[src/rtl/shift_seq_ctrl.sv]
// Sequencer driving an 8-bit parallel-load shifter through load, shift and done phases.
// Optional macro SHIFT_SEQ_ABORT_EN adds abort_i to cut an operation short.
module shift_seq_ctrl #(
    parameter int WIDTH = 8,
    parameter int AMT_W = 3
) (
    input  logic             Clk,
    input  logic             Rst_n,
    input  logic             start_i,
    input  logic [WIDTH-1:0] opnd_i,
    input  logic [AMT_W-1:0] amt_i,
    input  logic             dir_i,
    input  logic [1:0]       mode_i,
    input  logic [WIDTH-1:0] y_i,
`ifdef SHIFT_SEQ_ABORT_EN
    input  logic             abort_i,
`endif
    output logic [WIDTH-1:0] sh_data_o,
    output logic [1:0]       sh_S_o,
    output logic             sh_L_o,
    output logic             sh_R_o,
    output logic             busy_o,
    output logic             done_o,
    output logic [WIDTH-1:0] result_o
);

    typedef enum logic [1:0] {IDLE, LOAD, SHIFT, DONE} state_t;

    localparam logic [1:0] S_HOLD  = 2'b00;
    localparam logic [1:0] S_RIGHT = 2'b01;
    localparam logic [1:0] S_LEFT  = 2'b10;
    localparam logic [1:0] S_LOAD  = 2'b11;

    state_t           state;
    logic [AMT_W-1:0] amt_q;
    logic [AMT_W-1:0] count;
    logic             dir_q;
    logic [1:0]       mode_q;
    logic             abort;

`ifdef SHIFT_SEQ_ABORT_EN
    assign abort = abort_i;
`else
    assign abort = 1'b0;
`endif

    // Shifter controls are registered on each transition so they line up with the state they belong to.
    always_ff @(posedge Clk or negedge Rst_n) begin
        if (!Rst_n) begin
            state     <= IDLE;
            amt_q     <= '0;
            count     <= '0;
            dir_q     <= 1'b0;
            mode_q    <= 2'b00;
            sh_data_o <= '0;
            sh_S_o    <= S_HOLD;
            busy_o    <= 1'b0;
            done_o    <= 1'b0;
            result_o  <= '0;
        end else begin
            done_o <= 1'b0;
            case (state)
                IDLE: begin
                    if (start_i) begin
                        sh_data_o <= opnd_i;
                        amt_q     <= amt_i;
                        dir_q     <= dir_i;
                        mode_q    <= mode_i;
                        sh_S_o    <= S_LOAD;
                        busy_o    <= 1'b1;
                        state     <= LOAD;
                    end
                end
                LOAD: begin
                    count <= amt_q;
                    if (amt_q != '0 && !abort) begin
                        sh_S_o <= dir_q ? S_LEFT : S_RIGHT;
                        state  <= SHIFT;
                    end else begin
                        sh_S_o <= S_HOLD;
                        state  <= DONE;
                    end
                end
                SHIFT: begin
                    count <= count - 1'b1;
                    if (count == AMT_W'(1) || abort) begin
                        sh_S_o <= S_HOLD;
                        state  <= DONE;
                    end
                end
                DONE: begin
                    result_o <= y_i;
                    done_o   <= 1'b1;
                    busy_o   <= 1'b0;
                    state    <= IDLE;
                end
                default: begin
                    sh_S_o <= S_HOLD;
                    busy_o <= 1'b0;
                    state  <= IDLE;
                end
            endcase
        end
    end

    // Fill bits follow the live shifter output so rotate and sign-extension see the current value.
    always_comb begin
        sh_L_o = 1'b0;
        sh_R_o = 1'b0;
        case (mode_q)
            2'b01: begin
                if (!dir_q) sh_R_o = y_i[WIDTH-1];
            end
            2'b10: begin
                if (dir_q) sh_L_o = y_i[WIDTH-1];
                else       sh_R_o = y_i[0];
            end
            default: begin
                sh_L_o = 1'b0;
                sh_R_o = 1'b0;
            end
        endcase
    end

endmodule

[config.mk]
export PLATFORM = sky130hd
export DESIGN_NAME = shift_seq_ctrl
export DESIGN_NICKNAME = d
export VERILOG_FILES = /design/src/rtl/shift_seq_ctrl.sv
export SDC_FILE = /design/constraint.sdc
export NUM_CORES = 1
export LEC_CHECK = 0
export CAP_MARGIN = 5
export CORE_UTILIZATION = 40
export DETAILED_ROUTE_END_ITERATION = 12
export GPL_TIMING_DRIVEN = 1
export PLACE_DENSITY = 0.73
export SLEW_MARGIN = 15
export SYNTH_ARGS = -nofsm -noshare
export SYNTH_HDL_FRONTEND = slang
export SYNTH_SLANG_ARGS = --single-unit
[constraint.sdc]
create_clock -name Clk -period 1.45 [get_ports Clk]
set_input_delay 0.435 -clock Clk [delete_from_list [all_inputs] [get_ports Clk]]
set_output_delay 0.435 -clock Clk [all_outputs]
set_load 0.005 [all_outputs]
=== Word level (Yosys, flattened, before mapping) ===
Index checks and enable logic that the tools add are counted.

* Add/subtract/negate cells: 1
* Eq/ne operators: 8
* Mux-type cells: 18
* Reductions and logical operators: 9

{| class="wikitable"
|+ Operators with widths
! operator !! number
|-
| 2-bit 2-to-1 mux || 6
|-
| 2-bit case mux with 4 select lines || 1
|-
| 1-bit 2-to-1 mux || 7
|-
| 2-bit equality test (second input constant) || 3
|-
| 2-bit case mux with 3 select lines || 1
|-
| 3-bit case mux with 2 select lines || 1
|-
| 2-bit AND reduction || 3
|-
| 3-bit nonzero test || 2
|-
| 2-bit by 1-bit equality test with 1-bit output (second input constant) || 2
|-
| 2-bit != test (second input constant) || 2
|-
| 1-bit case mux with 2 select lines || 2
|-
| 2-bit nonzero test || 2
|-
| 3-bit by 1-bit equality test with 1-bit output (second input constant) || 1
|-
| 3-bit AND reduction || 1
|-
| 3-bit by 1-bit subtractor with 3-bit output (second input constant) || 1
|-
| 2-bit zero test || 1
|}

* Register bits after elaboration: 31
* Input bits: 25
* Output and inout port bits: 22
* Word-level logic and storage cells: 46

=== Depth between registers and ports, before layout ===
* Depth after elaboration: 3
* Depth in mapped cells: 6
* Depth with buffers taken out: 5

=== Worst setup path before layout ===
No wires, ideal clock.

* Path type: flip-flop to flip-flop
* Start: reg state[0]
* End: reg sh_S_o[0]
* Library setup time: 0.128 ns
* Arrival time: 1.369 ns
* Required time: 1.322 ns
* Path slack: -0.047 ns
* Stages on the path, launching flop included: 6
* Path buffers: 0
* Period minus slack after synthesis: 1.497 ns
* Cell sequence: dfrtp_1 > inv_1 > ha_1 > nor2b_4 > a211oi_2 > mux2_1

* Cells in the longest elaborated chain, start to end: 3
* Elaborated cells between the ends (all ways): 8
* Those cells by class: 4 x eq/ne; 1 x mux; 3 x reduce/logical

{| class="wikitable"
|+ RTL lines
! item !! line !! source
|-
| from (decl) || 34 || <nowiki>state_t state;</nowiki>
|-
| from (signal assigned) || 50 || <nowiki>state <= IDLE;</nowiki>
|-
| from (signal assigned) || 71 || <nowiki>state <= LOAD;</nowiki>
|-
| from (signal assigned) || 78 || <nowiki>state <= SHIFT;</nowiki>
|-
| 2-bit equality test (tied with other cells) || 62 || <nowiki>case (state)</nowiki>
|-
| 2-bit != test (no line) or 3-bit nonzero test (tied branches) || n/a ||
|-
| 3-bit AND reduction (no line) || n/a ||
|-
| to (signal assigned) || 77 || <nowiki>sh_S_o <= dir_q ? S_LEFT : S_RIGHT;</nowiki>
|-
| to (decl) || 19 || <nowiki>output logic [1:0] sh_S_o,</nowiki>
|}

Parallel ways exist; a longest one is shown, timed or not.
A chain may end at the register's enable or synchronous reset.

=== Final worst setup path ===
* Start: reg mode_q[0]
* End: out sh_R_o

* Cells in the longest elaborated chain, start to end: 2
* Elaborated cells between the ends (all ways): 3
* Those cells by class: 2 x eq/ne; 1 x mux

{| class="wikitable"
|+ RTL lines
! item !! line !! source
|-
| from (decl) || 38 || <nowiki>logic [1:0] mode_q;</nowiki>
|-
| from (signal assigned) || 68 || <nowiki>mode_q <= mode_i;</nowiki>
|-
| 2-bit equality test or 2-bit by 1-bit equality test with 1-bit output (tied branches) || 110 || <nowiki>case (mode_q)</nowiki>
|-
| 1-bit case mux with 2 select lines * || 110 ||
|-
| to (decl) || 21 || <nowiki>output logic sh_R_o,</nowiki>
|}

Mark *: on every way between the ends. The rest lies on a longest branch, timed or not.

==> metrics <==
outcome=complete, but fails checks; failing checks=setup timing; area of the core region=3442 um^2; die extent in x=62.65 um; effective utilization at floorplan=42.75%; MaxCap Viol Count=0; clock period minus worst slack=1.714 ns; standard-cell row count=21; clock buffers created by TritonCTS=5; area growth from synthesis to final layout=62.24%; class of the most critical hold timing path=reg2reg; port bufs=46; Routed Wire Length=3.345 mm; total power draw=0.005350 W; share of layout cells above drive strength 1=44.00%; PnR worst setup slack=-0.2644 ns; wire length of the first global-routing pass=5.685 mm; path type of the worst setup path=reg2out; Clock power frac=12.2%; Synth Cell Area=1471 um^2; boundary pin count=47; number of placed instances, taps included=206; number of buffer and inverter instances along the worst setup path=2; leakage power total=1.096 nW; kind of cell adding the most delay to the critical path=flip-flops; Tcrit/Tclk final=118.2%; endpoints failing setup=6; internal power component=0.003544 W; top library cells by usage in the layout, fill and taps aside=sky130_fd_sc_hd__dfrtp_1, sky130_fd_sc_hd__dlygate4sd2_1, sky130_fd_sc_hd__clkdlybuf4s50_1; overall overflow remaining after global route=0; clock latency on the worst-skew pair=0.28 ns; clock tree from TritonCTS=built; reg2reg setup slack=-0.06 ns; commonest non-fill, non-tap cell in the layout=sky130_fd_sc_hd__dfrtp_1; worst hold-check slack=0.5048 ns; stage delay of the slowest cell on the critical path=0.41 ns; setup skew after layout=0.004505 ns; post-layout net count=207; Synth Area per Inst=14.01 um^2; setup TNS after final layout=-0.5881 ns; count of yosys warnings during synthesis=0; sequential-to-total area share from yosys stat=52.72%; max-slew violation count=0; number of clock sinks=31; kind of launch point of the worst setup path=flip-flop; routed vias=1069; dominant synthesized flop cell=sky130_fd_sc_hd__dfrtp_1; setup repair after global routing missed its margin=yes; count of nets left with antenna violations after detail routing=0; per-cell routed wire length=15.14 um; worst endpoint data arrival time=1.28 ns; weighted congestion reported at the end of routability-driven placement=0.8113; count of state elements after synthesis=31; worst vdd ir=0.001046 V; area of the die=3925 um^2; Hold Vio Cnt, Final=0; Worst Tran Pin Value=0.3862 ns; share of total power consumed by net switching=33.75%; count of flip-flops with a built-in enable after synthesis=0; detailed placement HPWL=2.159 mm; number of DRC violations after detailed-routing iteration 0=27; initial antenna violation count=0; post-synthesis async set-or-reset flop share=100.0%; Relative slew margins=74.15%; number of library cell types mapped by synthesis=30; slowest cell on the critical path=sky130_fd_sc_hd__dfrtp_1; height of the chip=62.65 um; number of instances in the synthesized netlist=105; all-layer global routing usage=18.91%; CTS HTree Levels=2; Mapped Nets=138; clock transition at the registers of the reported paths=0.06 ns; pin count of the biggest net entering global routing=32; largest fanout on the critical path=2; number of global-route vias before repair=1205; part of the total power dissipated in sequential elements=30.7%; maximum clock frequency=583.3 MHz; DRT Pass-1 Iters=4; pre-CTS setup slack=-0.6241 ns; remaining routing DRC violations=0; count of placed standard cells in the final layout, fillers left out=221; Diodes inserted=0; chain of cells forming the critical path=buf_6, ha_4, a22oi_2, nor3_2, buf_2; number of buffers on the longest clock path=2; Vias/cell=4.837; Root Driver=sky130_fd_sc_hd__clkbuf_8; net switching component of the power=0.001806 W; required arrival time at the worst endpoint=1.02 ns; fraction of power consumed by combinational cells=57.1%; Crit. End Element=output port; total power per unit cell area=2241 nW/um^2
final cells by class:
| type | instances | area [um^2] |
|---|---|---|
| clock buffer | 6 | 72.57 |
| clock inverter | 2 | 12.51 |
| multi-input combinational | 64 | 810.8 |
| fill | 254 | 1055 |
| inverter | 7 | 28.78 |
| tap | 46 | 57.56 |
| sequential | 31 | 778.2 |
| timing repair buffer | 65 | 626.9 |
per-layer routing:
metal,routed length (um),track usage (%)
met5,0,0
met4,26,6.977
met3,137,5.292
met2,1768,33.02
met1,1412,21.91
kinds of logic (layout without fill, tap and decap cells):
family / count (synthesis) / count (layout) / share of synthesized area [%]
DFF: 31 / 31 / 52.72
and+or+nand+nor: 16 / 16 / 8.333
adders and majority gates: 8 / 8 / 6.803
AOI/OAI and AO/OA: 14 / 14 / 6.548
muxes: 26 / 26 / 22.36
buffers and inverters: 10 / 80 / 3.232
state kept, by name, summed over array words and instances (netlist names):
register,count
amt_q,3
mode_q,2
sh_data_o,8
done_o,1
dir_q,1
result_o,8
busy_o,1
count,3
state,2
sh_S_o,2
repair_timing:
action,in CTS,in global routing
setup buffers,5,1
pin swaps,6,6
hold buffers,0,0
hold endpoints to repair,0,0
gates resized for setup,50,19
cloned,1,0
setup endpoints to repair,37,25
path summary, 6_finish.rpt:
| kind | from | to | depth (start not counted) |
|---|---|---|---|
| max in group asynchronous | Rst_n | state[0] | 2 |
| max reg2reg | state[1] | sh_S_o[1] | 5 |
| max | mode_q[0] | sh_R_o | 5 |
| min in group asynchronous | Rst_n | sh_data_o[0] | 2 |
| min | result_o[3] | result_o[3] | 1 |
| min reg2reg | result_o[3] | result_o[3] | 1 |
power groups by stage:
stage / registers [W] / clock network (W) / logic, W
2_1_floorplan: 0.00162 / 0 / 0.00141
6_report: 0.00164 / 0.000651 / 0.00306
4_1_cts: 0.00161 / 0.000671 / 0.00271
5_1_grt: 0.00170 / 0.000709 / 0.00332
3_3_place_gp: 0.00161 / 0 / 0.00243
3_5_place_dp: 0.00163 / 0 / 0.00253
synthesized netlist by cell type (2+ instances only):
cell	count	area, um^2
sky130_fd_sc_hd__o21ai_0	4	20.02
sky130_fd_sc_hd__nor3_1	2	10.01
sky130_fd_sc_hd__a21oi_1	2	10.01
sky130_fd_sc_hd__nor2b_1	2	12.51
sky130_fd_sc_hd__o211ai_1	2	15.01
sky130_fd_sc_hd__mux2_2	13	146.4
sky130_fd_sc_hd__nand2_1	2	7.510
sky130_fd_sc_hd__mux2_1	2	22.52
sky130_fd_sc_hd__dfrtp_1	31	775.7
sky130_fd_sc_hd__buf_2	2	10.01
sky130_fd_sc_hd__and3_1	2	12.51
sky130_fd_sc_hd__inv_1	7	26.28
sky130_fd_sc_hd__ha_1	8	100.1
sky130_fd_sc_hd__mux2_4	10	150.1
metrics by stage:
| stage | util [%] | cell area, um^2 |
|---|---|---|
| after global routing | 69.36 | 2387 |
| after floorplan | - | 1493 |
| after global placement | 60.96 | 2098 |
| final | 69.36 | 2387 |
| after detailed placement | 60.96 | 2098 |
| after CTS | 66.63 | 2293 |
No activity file was read; power rests on OpenSTA's default activity.
